File: config.mk
export PLATFORM = sky130hd
export DESIGN_NAME = pc_sequencer
export DESIGN_NICKNAME = d
export VERILOG_FILES = /design/src/rtl/pc_sequencer.sv
export SDC_FILE = /design/constraint.sdc
export NUM_CORES = 1
export LEC_CHECK = 0
export CORE_AREA = 2 2 193 195
export DETAILED_ROUTE_END_ITERATION = 16
export DIE_AREA = 0 0 195 197
export HOLD_SLACK_MARGIN = 0.05
export PLACE_DENSITY_LB_ADDON = 0.3
export SYNTH_ARGS = -nofsm -noshare
export SYNTH_HDL_FRONTEND = slang
export SYNTH_SLANG_ARGS = --single-unit
File: constraint.sdc
create_clock -name Clk -period 3.3 [get_ports Clk]
set_input_delay 0.66 -clock Clk [delete_from_list [all_inputs] [get_ports Clk]]
set_output_delay 0.66 -clock Clk [all_outputs]
set_load 0.02 [all_outputs]
File: src/rtl/pc_sequencer.sv
// Program-counter sequencer: IDLE/RUN/DONE control, branch-target table,
// redirect pulse and a saturating count of RUN cycles.
module pc_sequencer #(
    parameter int PC_W      = 10,
    parameter int LUT_DEPTH = 32
) (
    input  logic            Clk,
    input  logic            reset,
    input  logic            Start,
    input  logic            Halt,
    input  logic            Stall,
    input  logic            branch,
    input  logic [4:0]      Br_idx,
    input  logic            Lut_we,
    input  logic [4:0]      Lut_addr,
    input  logic [PC_W-1:0] Lut_data,
    output logic [PC_W-1:0] Prog_ctr,
    output logic            Running,
    output logic            Done,
    output logic            Taken,
    output logic [15:0]     Cycle_cnt
);

    typedef enum logic [1:0] {
        IDLE = 2'd0,
        RUN  = 2'd1,
        DONE = 2'd2
    } state_t;

    state_t            state_q, state_d;
    logic [PC_W-1:0]   pc_q, pc_d;
    logic              taken_q, taken_d;
    logic [15:0]       cnt_q, cnt_d;
    logic [PC_W-1:0]   lut_q [LUT_DEPTH];

    // Table survives reset; a same-edge write is seen by branches only from the next edge.
    always_ff @(posedge Clk) begin
        if (Lut_we) begin
            lut_q[Lut_addr] <= Lut_data;
        end
    end

    always_comb begin
        state_d = state_q;
        pc_d    = pc_q;
        cnt_d   = cnt_q;
        taken_d = 1'b0;
        case (state_q)
            IDLE: begin
                pc_d = '0;
                if (Start) begin
                    state_d = RUN;
                    cnt_d   = '0;
                end
            end
            RUN: begin
                cnt_d = (cnt_q == 16'hFFFF) ? cnt_q : cnt_q + 16'd1;
                if (Halt) begin
                    state_d = DONE;
                end else if (Stall) begin
                    pc_d = pc_q;
                end else if (branch) begin
                    pc_d    = lut_q[Br_idx];
                    taken_d = 1'b1;
                end else begin
                    pc_d = pc_q + PC_W'(1);
                end
            end
            DONE: begin
                if (Start) begin
                    state_d = RUN;
                    pc_d    = '0;
                    cnt_d   = '0;
                end
            end
            default: begin
                state_d = IDLE;
                pc_d    = '0;
            end
        endcase
    end

    always_ff @(posedge Clk or posedge reset) begin
        if (reset) begin
            state_q <= IDLE;
            pc_q    <= '0;
            taken_q <= 1'b0;
            cnt_q   <= '0;
        end else begin
            state_q <= state_d;
            pc_q    <= pc_d;
            taken_q <= taken_d;
            cnt_q   <= cnt_d;
        end
    end

    assign Prog_ctr  = pc_q;
    assign Running   = (state_q == RUN);
    assign Done      = (state_q == DONE);
    assign Taken     = taken_q;
    assign Cycle_cnt = cnt_q;

endmodule
== Word-level counts from Yosys, hierarchy flattened ==
Memories as Yosys holds them, arrays and structs flattened.
Cells that the tools add are included.

* Logic and storage cells: 39
* Register bits: 29
* Bits in writable memories: 320
* Memories: 1
* Output and inout port bits: 29
* Bits of input ports: 27

{| class="wikitable"
|+ Memory list
! name !! words !! width !! read ports !! clocked after memory_dff !! write ports !! line !! RTL
|-
| lut_q || 32 || 10 || 1 || 0 || 1 || 34 || <nowiki>logic [PC_W-1:0] lut_q [LUT_DEPTH];</nowiki>
|}

* Add/subtract/negate cells: 2
* Reduce and logical (&&, ||, !) cells: 6
* Muxes and demuxes: 17
* Equality and inequality tests: 9

{| class="wikitable"
|+ Operators with widths
! kind !! count
|-
| 2-to-1 mux 10 bit || 4
|-
| 2-to-1 mux 16 bit || 2
|-
| one-hot mux 16 bit (2 select lines) || 1
|-
| one-hot mux 10 bit (2 select lines) || 1
|-
| adder 16 x 1 -> 16 bit (second input constant) || 1
|-
| equality test 16 bit (second input constant) || 1
|-
| adder 10 x 1 -> 10 bit (second input constant) || 1
|-
| != test 2 bit (second input constant) || 5
|-
| 2-to-1 mux 1 bit || 6
|-
| AND reduction 3 bit || 2
|-
| 2-to-1 mux 2 bit || 2
|-
| one-hot mux 2 bit (2 select lines) || 1
|-
| equality test 2 x 1 -> 1 bit (second input constant) || 1
|-
| equality test 2 bit (second input constant) || 1
|-
| zero test 2 bit || 1
|-
| != test 2 x 1 -> 1 bit (second input constant) || 1
|-
| AND reduction 2 bit || 1
|-
| nonzero test 2 bit || 1
|-
| OR reduction 2 bit || 1
|}

== Logic depth before layout (Yosys ltp) ==
Gate-level depths: netlist of the first run.

* Depth in word-level cells: 5
* Depth in mapped cells: 8
* Depth with buffers taken out: 6

== Worst setup path before layout of the first run ==
No wires, ideal clock.

* Path kind: in2reg
* From: input Lut_addr[1]
* To: memory lut_q[0][0], enable pin
* Library setup time: 376 ps
* Setup slack: 1160 ps
* Stages: 3
* Buffers on the path: 1
* Arrival time: 1764 ps
* Required time: 2924 ps
* Path through: or3b_2 > clkbuf_1 > nor2_1

{| class="wikitable"
|+ RTL lines
! element !! line !! RTL
|-
| start: declaration || 15 || <nowiki>input logic [4:0] Lut_addr,</nowiki>
|-
| end: declaration || 34 ||
|}

No word-level cell before the write port.

== Worst setup path in the final report of the first run ==
* From: register state_q[0]
* To: output Running

* Longest elaborated chain between the ends: 1

{| class="wikitable"
|+ RTL lines
! element !! line !! RTL
|-
| start: declaration || 30 || <nowiki>state_t state_q, state_d;</nowiki>
|-
| start signal: assignment || 90 || <nowiki>state_q <= state_d;</nowiki>
|-
| equality test 2 x 1 -> 1 bit || 98 || <nowiki>assign Running = (state_q == RUN);</nowiki>
|-
| end: declaration || 18 || <nowiki>output logic Running,</nowiki>
|}

Every way passes these cells.

==> reports/qor.txt, run 1 <==
Layout Nets: 995
initial antenna violation count: 2
worst path cell trace: nand2b_1 > inv_1 > clkdlybuf4s50_1
DIE AREA: 38400 um^2
largest family of logic cells by synthesized area: multiplexers
worst r2r src: state_q[0]$_DFFE_PP0P_
worst path required time: 2.64 ns
sequential area share after synthesis: 72.2%
CP Capture Point: Running
commonest non-fill, non-tap cell in the layout: edfxtp_1
number of global-route vias before repair: 7818
Mapped Area: 14300 um^2
gate count of the mapped netlist: 845
GR Util All Layers: 17.9%
static leakage: 5.91 nW
Rows: 70
Final Critical Period: 2.91 ns
Fillers: 3166
CTS sink count: 349
largest net degree at the start of global routing: 33
crit-path max cell delay: 0.65 ns
DRC Markers: 0
Rel. slew slack: 43.0%
Resize count post-CTS: 0
CTS Buf Count: 37
hold slack: 0.509 ns
Layout Skew: 0.0198 ns
vias per std cell: 5.46
Hold Crit Class: input port to async pin
Post-Route WL: 34.2 mm
RSZ-0062 raised after global routing: false
HPWL after DPL: 22.5 mm
number of buffers added on ports: 55
Post-CTS Setup Inserts: 0
Hold Vio Cnt, Final: 0
ys async rst share: 8.31%
TNS Setup: 0 ns
layout cells sized above 1: 16.0%
TritonRoute pass-1 iters: 5
most frequent cells in the layout: edfxtp_1, mux2i_1, buf_4
overflow left after global routing: 0
xor/xnor share of the synthesized area: 0.612%
Max-cap violations: 0
CP top delay family: buffers and inverters
post-route cell area: 16900 um^2
worst reg2reg path depth: 5
Top Ports: 56
synth unique cells: 58
Crit Reg-Reg Endpoint: Prog_ctr[6]$_DFFE_PP0P_
Setup CP Type: flip-flop to output pin
R2R Setup Slk: 1.04 ns
initial core utilization: 39.5%
Critical Path Start Type: flip-flop
Chip Height: 197 um
Max Clk Rate: 343 MHz
Syn-to-layout area delta: 18.1%
crit share post-route: 88.2%
Slowest cell on crit path: clkdlybuf4s50_1
Seq cells post-synth: 349
WP buf/inv: 2
Post-Synth Simple-Gate Area: 6.27%
CTS tree: built
Avg Inst Size Synth: 16.9 um^2
Worst Tran Pin Value: 0.853 ns
Synth Area in Compound Gates: 5.86%
status: complete, no violations
core area: 36300 um^2
CTS Hold Bufs: 0
peak supply drop: 0.297 mV
n_diodes: 0
Syn Nets: 874
Max Slew Vio Count: 0
adder-cell share of the synthesized area: 0.175%
Post-synth EDFFs: 320
clock tree buffer depth: 3
Crit Path Max Fanout: 11
Routed WL per cell: 23.4 um
crit path DAT: 2.25 ns
post-synthesis mux area share: 13.1%
final setup fails: 0
H-tree depth: 2
Root Driver: clkbuf_16
ys flop type: edfxtp_1
power per cell area: 567 nW/um^2
antenna-violating nets left: 0
number of cells on the critical path: 3
critical path endpoint category: output pin
Cell Area, Placed: 15800 um^2
initial drt markers: 725
first-pass GRT wire length: 50.6 mm
Crit. Startpoint: state_q[0]$_DFFE_PP0P_
routability cong.: 0.878
Reg clk slew, reported paths: 0.06 ns
Synth Warn #: 0
Worst-Skew Late Latency: 0.53 ns
Die Width: 195 um
via count: 7978
-- Yosys cell counts, types with 6 or more instances --
library cell | n | area share, %
edfxtp_1 | 320 | 67
mux2i_1 | 122 | 8.5
nor2_1 | 57 | 1.5
a22oi_1 | 35 | 1.8
nand2_1 | 33 | 0.87
dfrtp_1 | 29 | 5.1
mux4_2 | 28 | 4.4
a21oi_1 | 26 | 0.91
nand3_1 | 21 | 0.73
buf_2 | 15 | 0.52
clkbuf_1 | 10 | 0.26
nand2b_1 | 9 | 0.39
nor2b_1 | 9 | 0.39
o21ai_0 | 9 | 0.31
and4_1 | 7 | 0.43
buf_4 | 6 | 0.31
-- sequential cells by signal, summed over array words and instances, names as in the netlist --
register and cells:
lut_q 320, state_q 2, Cycle_cnt 16, Taken 1
Prog_ctr 10
-- power by group --
group          switching (W)  internal, W
clock network        0.00165      0.00224
logic               0.000437     0.000287
registers          0.0000638      0.00491
-- worst min-delay path by stage --
| stage | from | end | depth (start not counted) |
|---|---|---|---|
| after CTS | reset | Taken$_DFF_PP0_ | 3 |
| after floorplan | lut_q[24][0]$_DFFE_PP_ | Prog_ctr[0]$_DFFE_PP0P_ | 4 |
| final | reset | Taken$_DFF_PP0_ | 3 |
| after global routing | reset | Taken$_DFF_PP0_ | 3 |
| after detailed placement | Cycle_cnt[1]$_DFFE_PP0P_ | Cycle_cnt[1]$_DFFE_PP0P_ | 2 |
| after global placement | Cycle_cnt[14]$_DFFE_PP0P_ | Cycle_cnt[14]$_DFFE_PP0P_ | 2 |
-- kinds of logic (layout without fill, tap and decap cells) --
kind of cell    after synthesis  count (layout)
xor+xnor                     10              10
flops                       349             349
fa+ha+maj                     2               2
simple gates                176             176
compound gates              115             115
mux                         152             152
buf+inv                      41             190
-- metal layers --
layer	wire length (um)	track usage, %	share of wire (%)	vias up
met2	16000	28.8	47	255
li1	-	-	-	3615
met5	92	1.28	0.27	-
met1	15300	24.6	45	4052
met3	2260	3.88	6.6	50
met4	615	4.69	1.8	6
-- worst min-delay path, cell delays in order --
cell,delay (ns)
clkdlybuf4s50_1,0.39
inv_1,0.05
buf_4,0.34
-- final cells by class --
type / count / area [um^2] / area share [%]
Sequential cell: 349 / 10300 / 61.2
Multi-Input combinational cell: 455 / 3720 / 22.0
Timing Repair Buffer: 119 / 1100 / 6.52
Clock buffer: 46 / 1000 / 5.93
Tap cell: 468 / 586 / 3.47
Clock inverter: 21 / 131 / 0.778
Inverter: 4 / 15.0 / 0.0889
-- per-stage QoR --
| stage | total power (W) | instances | utilization [%] | setup slack, ns |
|---|---|---|---|---|
| finish | 0.00958 | 1462 | 46.6 | 0.388 |
| global route | 0.00986 | 1462 | 46.6 | 0.292 |
| CTS | 0.00965 | 1462 | 46.6 | 0.393 |
| detailed placement | 0.00579 | 1395 | 43.5 | 0.299 |
| global placement | 0.00578 | 1395 | 43.5 | 0.275 |
| floorplan | 0.00544 | 845 | - | 1.16 |
(Power assumes the default switching activity.)
==> inputs of run 2 (changes only) <==
Settings changed: ABC_AREA set to 1, CORE_AREA 2 2 193 195 to 2 2 196 198, DIE_AREA 0 0 195 197 to 0 0 198 200.
==> run 2 against run 1 <==
Net effect:
- sequential share of layout area decreased by 1.5 points
- wire length is 14% higher
- synthesized cell count grew 60%
- design area up 2.5%
- non-clock buffer count is 10 lower
- combinational power rose by 15%
- flip-flop and latch count unchanged
- sequential power is essentially flat
- critical path depth stayed put
- clock skew decreased by 0.0046 ns
- utilization decreased by 0.31 points
- critical endpoint unchanged
- largest cell class unchanged
==> reports/qor.txt, run 2 <==
largest net degree at the start of global routing: 161 (+390%)
Seq cells post-synth: 349 (unchanged)
power per cell area: 565 nW/um^2 (-0.39%)
Post-CTS Setup Inserts: 0 (unchanged)
Hold Vio Cnt, Final: 0 (unchanged)
post-synthesis mux area share: 0% (-13 points)
first-pass GRT wire length: 60.3 mm (+19%)
largest family of logic cells by synthesized area: simple AND/OR/NAND/NOR gates
leading area contributor after synthesis: edfxtp_1
GR Util All Layers: 20.2% (+2.3 points)
routability cong.: 0.876 (-0.25%)
core area: 37400 um^2 (+3.1%)
Synth Warn #: 0 (unchanged)
top cells by area, synth: edfxtp_1, nand2_1, nand3_1
initial drt markers: 1063 (+47%)
Max Clk Rate: 335 MHz (-2.4%)
Rel. slew slack: 41.9% (-1.1 points)
adder-cell share of the synthesized area: 0.169% (-0.0062 points)
Hold Crit Class: input port to async pin
TNS Setup: 0 ns (unchanged)
final setup fails: 0 (unchanged)
Layout Skew: 0.0152 ns (-0.00459 ns)
Resize count post-CTS: 0 (unchanged)
clock tree buffer depth: 3 (unchanged)
CTS Buf Count: 38 (+2.7%)
HPWL after DPL: 23.3 mm (+3.8%)
Synth Area in Compound Gates: 1.95% (-3.9 points)
Crit Path Max Fanout: 13 (+2)
worst reg2reg path depth: 8 (+3)
static leakage: 6.45 nW (+9.2%)
number of global-route vias before repair: 10100 (+29%)
peak supply drop: 0.277 mV (-6.5%)
Routed WL per cell: 19.8 um (-15%)
number of buffers added on ports: 55 (unchanged)
Reg clk slew, reported paths: 0.06 ns (about the same)
CTS tree: built
gate count of the mapped netlist: 1350 (+60%)
Post-Synth Simple-Gate Area: 24.3% (+18 points)
worst path required time: 2.64 ns (about the same)
initial antenna violation count: 0 (-2)
placed insts: 1901 (+36%)
xor/xnor share of the synthesized area: 0.531% (-0.081 points)
sequential area share after synthesis: 69.7% (-2.6 points)
Setup CP Type: flip-flop to output pin
Syn Nets: 1379 (+58%)
crit share post-route: 90.4% (+2.1 points)
max reg flops: 320 (unchanged)
ys async rst share: 8.31% (unchanged)
DIE AREA: 39600 um^2 (+3.1%)
Layout Nets: 1459 (+47%)
Mapped Area: 14800 um^2 (+3.7%)
synth unique cells: 38 (-34%)
antenna-violating nets left: 0 (unchanged)
vias per std cell: 5.26 (-3.6%)
via count: 10400 (+30%)
Worst-Skew Late Latency: 0.52 ns (about the same)
TritonRoute pass-1 iters: 5 (unchanged)
Root Driver: clkbuf_16
Largest Register: lut_q
count leader, synth: nand2_1
Syn-to-layout area delta: 16.7%
Die Width: 198 um (+1.5%)
CTS sink count: 349 (unchanged)
Avg Inst Size Synth: 11.0 um^2 (-35%)
n_diodes: 0 (unchanged)
Synth top area share: 64.8% (-2.4 points)
Max Slew Vio Count: 0 (unchanged)
overflow left after global routing: 0 (unchanged)
Post-synth EDFFs: 320 (unchanged)
CTS Hold Bufs: 0 (unchanged)
most frequent cells in the layout: nand2_1, edfxtp_1, nand3_1
layout cells sized above 1: 9.33% (-6.7 points)
Post-Route WL: 39.1 mm (+14%)
Worst Tran Pin Value: 0.869 ns (+0.0155 ns)
Critical Path Start Type: flip-flop
Synth top cells by count: nand2_1, edfxtp_1, nand3_1
status: complete, no violations
Rows: 71 (+1.4%)
Top Ports: 56 (unchanged)
critical path endpoint category: output pin
non-filler cells in the finished layout: 1968 (+35%)
Chip Height: 200 um (+1.5%)
Max-cap violations: 0 (unchanged)
RSZ-0062 raised after global routing: false
DRC Markers: 0 (unchanged)
Final Critical Period: 2.98 ns (+0.0708 ns)
H-tree depth: 2 (unchanged)
initial core utilization: 39.7% (+0.21 points)
crit path DAT: 2.32 ns (+0.07 ns)
commonest non-fill, non-tap cell in the layout: nand2_1
Finished Core Util: 46.3% (-0.31 points)
ys flop type: edfxtp_1
## run 2: cell types whose count changed after synthesis, sizes merged, moves of 13 or more
cell	before	now
o21ai	10	28
a21oi	26	13
buf	27	57
a22oi	35	0
inv	4	36
nand2	33	491
mux2i	122	0
nand3	21	269
mux4	28	0
## run 2: logic make-up (layout without fill, tap and decap cells)
kind of cell               after synthesis  in the layout
buffers and inverters                  107            214
AOI/OAI and AO/OA                       47             47
DFF                                    349            349
adders and majority gates                2              2
xor gates and xnor gates                 9              9
and+or+nand+nor                        836            836
## run 2: area by class of cell
| cell class | instances | area, um^2 |
|---|---|---|
| inverters | 38 | 145 |
| well taps | 511 | 639 |
| clock inverters | 10 | 48.8 |
| multi-input cells | 894 | 4000 |
| flip-flops and latches | 349 | 10300 |
| repair buffers | 109 | 1020 |
| fillers | 3388 | 20100 |
| clock buffers | 57 | 1120 |
## run 2: worst paths after layout
check | slack (ns) | end | start
worst max-delay path | 0.32 | Running | state_q[0]$_DFFE_PP0P_
worst min-delay path | 0.54 | Prog_ctr[1]$_DFFE_PP0P_ | reset
worst max register to register | 1.00 | Prog_ctr[0]$_DFFE_PP0P_ | state_q[0]$_DFFE_PP0P_
worst min register to register | 0.57 | Prog_ctr[9]$_DFFE_PP0P_ | Prog_ctr[9]$_DFFE_PP0P_
max in group asynchronous | 2.45 | Cycle_cnt[8]$_DFFE_PP0P_ | reset
min in group Clk | 0.57 | Prog_ctr[9]$_DFFE_PP0P_ | Prog_ctr[9]$_DFFE_PP0P_
## run 2: power breakdown
group	switching, W	internal (W)	leakage, nW	total, W
Combinational	0.000583	0.000248	2.61	0.000830
Clock	0.00165	0.00233	0.562	0.00398
Sequential	0.0000613	0.00490	3.28	0.00497
Total	0.00230	0.00748	6.45	0.00978
## run 2: worst max-delay path: stages (launching register included)
cell and delay [ns]:
dfrtp_1 0.71, inv_1 0.25, nor2_2 0.21, clkdlybuf4s50_1 0.63
## run 2: metrics by stage
step	total power (W)	setup WS (ns)	instance area (um^2)	hold slack, ns
after detailed placement	0.00589	0.467	16100	0.546
after CTS	0.00984	0.243	17300	0.544
after global placement	0.00588	0.464	16100	0.551
after floorplan	0.00552	1.47	14800	0.549
after global routing	0.0101	0.211	17300	0.575
final	0.00978	0.318	17300	0.543
## run 2: routing by layer
| metal | wire length [um] | vias up | track usage [%] |
|---|---|---|---|
| li1 | - | 4836 | - |
| met1 | 16800 | 5051 | 27.2 |
| met2 | 18200 | 390 | 32.7 |
| met3 | 2910 | 74 | 4.32 |
| met4 | 1200 | 0 | 6.82 |
| met5 | 0 | - | 0 |
==> inputs of run 3 (changes only) <==
Settings changed: HOLD_SLACK_MARGIN 0.05 to not set.
==> results of run 3 <==
Final layout, timing and power as in run 2 (identical DEF).
